==> src/rtl/mc_controller_v2.sv <==
// Multicycle MIPS-subset control unit with memory-ready stalls and a retired-instruction counter.
// Define CU_ILLEGAL_TRAP_EN to route undefined opcodes through a one-cycle TRAP state.
module mc_controller_v2 #(
    parameter int ALUOP_W = 3,
    parameter int CNT_W   = 32
) (
    input  logic               clk,
    input  logic               rst,
    input  logic [5:0]         op_i,
    input  logic               zero_i,
    input  logic               mem_ready_i,
    output logic               memread_o,
    output logic               memwrite_o,
    output logic               mem_byte_o,
    output logic               iord_o,
    output logic               irwrite_o,
    output logic               alusrca_o,
    output logic [2:0]         alusrcb_o,
    output logic [ALUOP_W-1:0] aluop_o,
    output logic [1:0]         pcsource_o,
    output logic               pcen_o,
    output logic               regwrite_o,
    output logic [1:0]         regdst_o,
    output logic               memtoreg_o,
    output logic               link_o,
    output logic               trap_o,
    output logic [CNT_W-1:0]   instret_o
);

    localparam logic [5:0] OP_R    = 6'b000000;
    localparam logic [5:0] OP_J    = 6'b000010;
    localparam logic [5:0] OP_JAL  = 6'b000011;
    localparam logic [5:0] OP_BEQ  = 6'b000100;
    localparam logic [5:0] OP_BNE  = 6'b000101;
    localparam logic [5:0] OP_ADDI = 6'b001000;
    localparam logic [5:0] OP_ANDI = 6'b001100;
    localparam logic [5:0] OP_ORI  = 6'b001101;
    localparam logic [5:0] OP_LB   = 6'b100000;
    localparam logic [5:0] OP_LW   = 6'b100011;
    localparam logic [5:0] OP_SB   = 6'b101000;
    localparam logic [5:0] OP_SW   = 6'b101011;

    localparam logic [ALUOP_W-1:0] ALU_ADD   = ALUOP_W'(0);
    localparam logic [ALUOP_W-1:0] ALU_SUB   = ALUOP_W'(1);
    localparam logic [ALUOP_W-1:0] ALU_FUNCT = ALUOP_W'(2);
    localparam logic [ALUOP_W-1:0] ALU_AND   = ALUOP_W'(3);
    localparam logic [ALUOP_W-1:0] ALU_OR    = ALUOP_W'(4);

    typedef enum logic [3:0] {
        S_FETCH,
        S_DECODE,
        S_MEMADR,
        S_MEMRD,
        S_MEMWB,
        S_MEMWR,
        S_RTYPE_EX,
        S_IMM_EX,
        S_ALU_WB,
        S_BRANCH,
`ifdef CU_ILLEGAL_TRAP_EN
        S_TRAP,
`endif
        S_JUMP
    } state_t;

    state_t           state_reg, state_next;
    logic [CNT_W-1:0] instret_reg;
    logic             retire;

    always_ff @(posedge clk) begin
        if (rst) begin
            state_reg   <= S_FETCH;
            instret_reg <= '0;
        end else begin
            state_reg <= state_next;
            if (retire)
                instret_reg <= instret_reg + 1'b1;
        end
    end

    assign instret_o = instret_reg;

    always_comb begin
        state_next = state_reg;
        retire     = 1'b0;
        memread_o  = 1'b0;
        memwrite_o = 1'b0;
        mem_byte_o = 1'b0;
        iord_o     = 1'b0;
        irwrite_o  = 1'b0;
        alusrca_o  = 1'b0;
        alusrcb_o  = 3'b000;
        aluop_o    = ALU_ADD;
        pcsource_o = 2'b00;
        pcen_o     = 1'b0;
        regwrite_o = 1'b0;
        regdst_o   = 2'b00;
        memtoreg_o = 1'b0;
        link_o     = 1'b0;
`ifdef CU_ILLEGAL_TRAP_EN
        trap_o     = 1'b0;
`endif

        case (state_reg)
            S_FETCH: begin
                memread_o = 1'b1;
                alusrcb_o = 3'b001;
                aluop_o   = ALU_ADD;
                if (mem_ready_i) begin
                    irwrite_o  = 1'b1;
                    pcen_o     = 1'b1;
                    state_next = S_DECODE;
                end
            end
            S_DECODE: begin
                // Precompute the branch target while the opcode is examined.
                alusrcb_o = 3'b011;
                case (op_i)
                    OP_LB, OP_LW, OP_SB, OP_SW:  state_next = S_MEMADR;
                    OP_R:                        state_next = S_RTYPE_EX;
                    OP_ADDI, OP_ANDI, OP_ORI:    state_next = S_IMM_EX;
                    OP_BEQ, OP_BNE:              state_next = S_BRANCH;
                    OP_J, OP_JAL:                state_next = S_JUMP;
`ifdef CU_ILLEGAL_TRAP_EN
                    default:                     state_next = S_TRAP;
`else
                    default:                     state_next = S_FETCH;
`endif
                endcase
            end
            S_MEMADR: begin
                alusrca_o  = 1'b1;
                alusrcb_o  = 3'b010;
                state_next = (op_i == OP_SB || op_i == OP_SW) ? S_MEMWR : S_MEMRD;
            end
            S_MEMRD: begin
                memread_o  = 1'b1;
                iord_o     = 1'b1;
                mem_byte_o = (op_i == OP_LB);
                if (mem_ready_i)
                    state_next = S_MEMWB;
            end
            S_MEMWB: begin
                regwrite_o = 1'b1;
                memtoreg_o = 1'b1;
                state_next = S_FETCH;
                retire     = 1'b1;
            end
            S_MEMWR: begin
                // Write request is held for the whole stall; retire only once accepted.
                memwrite_o = 1'b1;
                iord_o     = 1'b1;
                mem_byte_o = (op_i == OP_SB);
                if (mem_ready_i) begin
                    state_next = S_FETCH;
                    retire     = 1'b1;
                end
            end
            S_RTYPE_EX: begin
                alusrca_o  = 1'b1;
                aluop_o    = ALU_FUNCT;
                state_next = S_ALU_WB;
            end
            S_IMM_EX: begin
                alusrca_o  = 1'b1;
                state_next = S_ALU_WB;
                case (op_i)
                    OP_ANDI: begin
                        alusrcb_o = 3'b100;
                        aluop_o   = ALU_AND;
                    end
                    OP_ORI: begin
                        alusrcb_o = 3'b100;
                        aluop_o   = ALU_OR;
                    end
                    default: begin
                        alusrcb_o = 3'b010;
                        aluop_o   = ALU_ADD;
                    end
                endcase
            end
            S_ALU_WB: begin
                regwrite_o = 1'b1;
                regdst_o   = (op_i == OP_R) ? 2'b01 : 2'b00;
                state_next = S_FETCH;
                retire     = 1'b1;
            end
            S_BRANCH: begin
                alusrca_o  = 1'b1;
                aluop_o    = ALU_SUB;
                pcsource_o = 2'b01;
                pcen_o     = (op_i == OP_BNE) ? ~zero_i : zero_i;
                state_next = S_FETCH;
                retire     = 1'b1;
            end
            S_JUMP: begin
                pcsource_o = 2'b10;
                pcen_o     = 1'b1;
                if (op_i == OP_JAL) begin
                    regwrite_o = 1'b1;
                    regdst_o   = 2'b10;
                    link_o     = 1'b1;
                end
                state_next = S_FETCH;
                retire     = 1'b1;
            end
`ifdef CU_ILLEGAL_TRAP_EN
            S_TRAP: begin
                trap_o     = 1'b1;
                pcsource_o = 2'b11;
                pcen_o     = 1'b1;
                state_next = S_FETCH;
            end
`endif
            default: state_next = S_FETCH;
        endcase

        // Reset masks every control so an in-flight access never writes.
        if (rst) begin
            memread_o  = 1'b0;
            memwrite_o = 1'b0;
            mem_byte_o = 1'b0;
            iord_o     = 1'b0;
            irwrite_o  = 1'b0;
            alusrca_o  = 1'b0;
            alusrcb_o  = 3'b000;
            aluop_o    = '0;
            pcsource_o = 2'b00;
            pcen_o     = 1'b0;
            regwrite_o = 1'b0;
            regdst_o   = 2'b00;
            memtoreg_o = 1'b0;
            link_o     = 1'b0;
`ifdef CU_ILLEGAL_TRAP_EN
            trap_o     = 1'b0;
`endif
        end
    end

`ifndef CU_ILLEGAL_TRAP_EN
    assign trap_o = 1'b0;
`endif

endmodule

==> config.mk <==
export PLATFORM = sky130hd
export DESIGN_NAME = mc_controller_v2
export DESIGN_NICKNAME = d
export VERILOG_FILES = /design/src/rtl/mc_controller_v2.sv
export SDC_FILE = /design/constraint.sdc
export NUM_CORES = 1
export LEC_CHECK = 0
export ABC_AREA = 1
export BUFFER_PORTS_ARGS = -buffer_cell sky130_fd_sc_hd__buf_2
export CORE_UTILIZATION = 58
export CTS_CLUSTER_SIZE = 14
export DETAILED_ROUTE_END_ITERATION = 8
export PLACE_DENSITY = 0.85
export SETUP_SLACK_MARGIN = 0.02
export SLEW_MARGIN = 20
export SYNTH_ARGS = -nofsm -noshare
export SYNTH_HDL_FRONTEND = slang
export SYNTH_SLANG_ARGS = --single-unit
==> constraint.sdc <==
create_clock -name clk -period 3.45 [get_ports clk]
set_input_delay 0.345 -clock clk [delete_from_list [all_inputs] [get_ports clk]]
set_output_delay 0.345 -clock clk [all_outputs]
set_load 0.03 [all_outputs]
==> out/qor.yml <==
outcome:
  status: "finished clean"
place:
  port_buffers: 61
  dp_hpwl_mm: 5.18
  place_ws_ns: 1.17
  gp_congestion: 0.911
  dp_cells: 573
  place_area_um2: 2930
die:
  dieWidth_um: 69.3
  start_util_pct: 60.3
  pin_count: 63
  core_um2: 4350
  rows: 24
  dieArea_um2: 4800
  die_h_um: 69.3
routing:
  ant_nets: 0
  wl_met3_um: 513
  drt_iter0_markers: 200
  met1Wirelength_mm: 2.91
  drc: 0
  highest_layer: "met4"
  wire_per_inst_um: 11.7
  dr_total_vias: 3110
  vias_per_cell: 5.35
  wl_met2_mm: 3.25
  firstDrtPassIters: 5
  drt-total-wl_mm: 6.81
critical_path:
  path_class: "in -> out"
  path_delay_family: "buffers and inverters"
  cp.arrival_ns: 1.97
  critPathLaunchType: "primary input"
  path_cells: "buf_2 > inv_1 > nand4_1 > inv_1 > nand2_1 > o21ai_0 > buf_2"
  cp_slowest_cell: "inv_1"
  critPathMaxFanout: 32
  cp_num_buf_inv: 4
  critical_path.endpoint_type: "output pin"
  crit_path_max_incr_delay_ns: 0.48
  critPathRequiredTime_ns: 3.11
layout:
  nNetsFinal: 539
  layout_common_cells: "158 x nand2_1, 96 x nor2_1, 61 x buf_2"
  final_cell_area_um2: 3030
  fillers: 408
  largest_reg_flops: 32
  finalCoreUtilization_pct: 69.5
  final_cells: 581
  n_antenna_cell: 0
  drive_above_1_share_pct: 15.3
  syn_to_final_growth_pct: 15.3
  layout_commonest_cell: "nand2_1"
cts:
  clock_sinks: 36
  cts_tree: "yes"
  h-tree-depth: 2
  clockRootBuffer: "clkbuf_8"
  clk_pin_slew_ns: 0.07
  cts_buffers: 5
  clockBufferDepth: 2
  clock_latency_ns: 0.29
  post_cts_resized: 0
  cts_setup_buffers: 0
  postCtsHoldBufs: 0
hold_path:
  hold_path_class: "in -> reg"
timing:
  slew_headroom_pct: 58.0
  setup_viol: 0
  hold_violations: 0
  clock_skew_ns: 0.00672
  clock.fmax_ghz: 0.432
  tightest_slew_ns: 0.629
  fin_setup_tns_ns: 0
  rsz0062_at_grt: "false"
  finalCritPeriodShare_pct: 67.2
  finalWorstSetupSlack_ns: 1.13
  fin_crit_ns: 2.32
  final_max_slew_viol_count: 0
synthesis:
  avgSynthCellArea_um2: 5.57
  synth-edff-count: 0
  synth-main-ff-cell: "dfxtp_1"
  ys_ff_latch: 36
  synth_cell_type_count: 33
  yosysWarnings: 0
  synth_area_um2: 2630
  synthArstFlopShare_pct: 0
  ys_seq_area_share_pct: 27.5
  synth_cells: 471
  synthesis.nets: 482
pwr:
  irDropWorstVdd_mv: 0.162
  p_leak_nw: 1.31
  p_per_area_nw_per_um2: 273
global_route:
  grt_pass1_wl_mm: 11.3
  overflow: 0
  first_global_vias: 2629
  antenna_found_initial: 0
  grt_max_degree: 42
  gr-usage-all-layers_pct: 28.2
job:
  drv_cap: 0
==> kinds of logic (layout without fill, tap and decap cells) <==
family / after synthesis / count (layout) / synth area share, %
AND/OR/NAND/NOR: 308 / 308 / 48.9
AO/OA/AOI/OAI: 48 / 48 / 9.72
buffers and inverters: 70 / 128 / 11.0
flip-flops: 36 / 36 / 27.5
other: 1 / 1 / 0.143
adder cells (fa/ha/maj): 1 / 1 / 0.477
XOR/XNOR: 7 / 7 / 2.34
==> layer usage <==
| layer | vias up | global-route usage, % |
|---|---|---|
| met1 | 1384 | 35.8 |
| met4 | 0 | 10.7 |
| met2 | 132 | 47.5 |
| met3 | 14 | 5.23 |
| li1 | 1580 | - |
| met5 | - | 0 |
==> worst reg2reg max path, stage by stage (launching register included) <==
cell     delay, ns
dfxtp_1       0.48
inv_1         0.09
nand2_2       0.11
nor2_2        0.07
nor2_4        0.10
nand3_4       0.36
inv_4         0.34
nor2_1        0.09
nand2_1       0.06
nand2_1       0.05
nor2_1        0.09
==> synth_stat cells (4+ instances only) <==
master | instances | area share [%]
dfxtp_1 | 36 | 27
clkbuf_1 | 4 | 0.57
nand3_1 | 30 | 5.7
xor2_1 | 4 | 1.3
a21oi_1 | 27 | 5.1
o21ai_0 | 11 | 2.1
nand2_1 | 158 | 23
inv_1 | 57 | 8.2
nor2_1 | 96 | 14
nand4_1 | 9 | 2.1
nor2_2 | 4 | 0.95
==> layout make-up <==
class	count	area [µm²]	share of cell area, %
clock buffers	7	86.3	2.85
clock inverters	1	7.51	0.248
inverters	59	224	7.40
multi-input cells	365	1620	53.4
flip-flops and latches	36	721	23.8
well taps	52	65.1	2.15
repair buffers	61	305	10.1
==> per-stage QoR <==
stage | power, W | hold WS (ns)
3_5_place_dp | 0.000519 | 0.494
6_report | 0.000826 | 0.416
3_3_place_gp | 0.000517 | 0.490
4_1_cts | 0.000831 | 0.404
5_1_grt | 0.000853 | 0.440
2_1_floorplan | 0.000496 | 0.535
==> path summary, 6_finish.rpt <==
| path | start | depth (start not counted) | endpoint | slack, ns |
|---|---|---|---|---|
| worst min-delay path | mem_ready_i | 4 | state_reg[2] | 0.42 |
| worst max register to register | state_reg[0] | 10 | instret_o[3] | 1.55 |
| worst min register to register | instret_o[31] | 2 | instret_o[31] | 0.51 |
| worst max-delay path | rst | 7 | aluop_o[1] | 1.13 |
==> report_power, final <==
group | switching [W] | internal [W]
registers | 0.00000484 | 0.000418
clock network | 0.000153 | 0.000162
logic | 0.0000639 | 0.0000236
total | 0.000222 | 0.000604
Power figures use the tool's default switching activity.
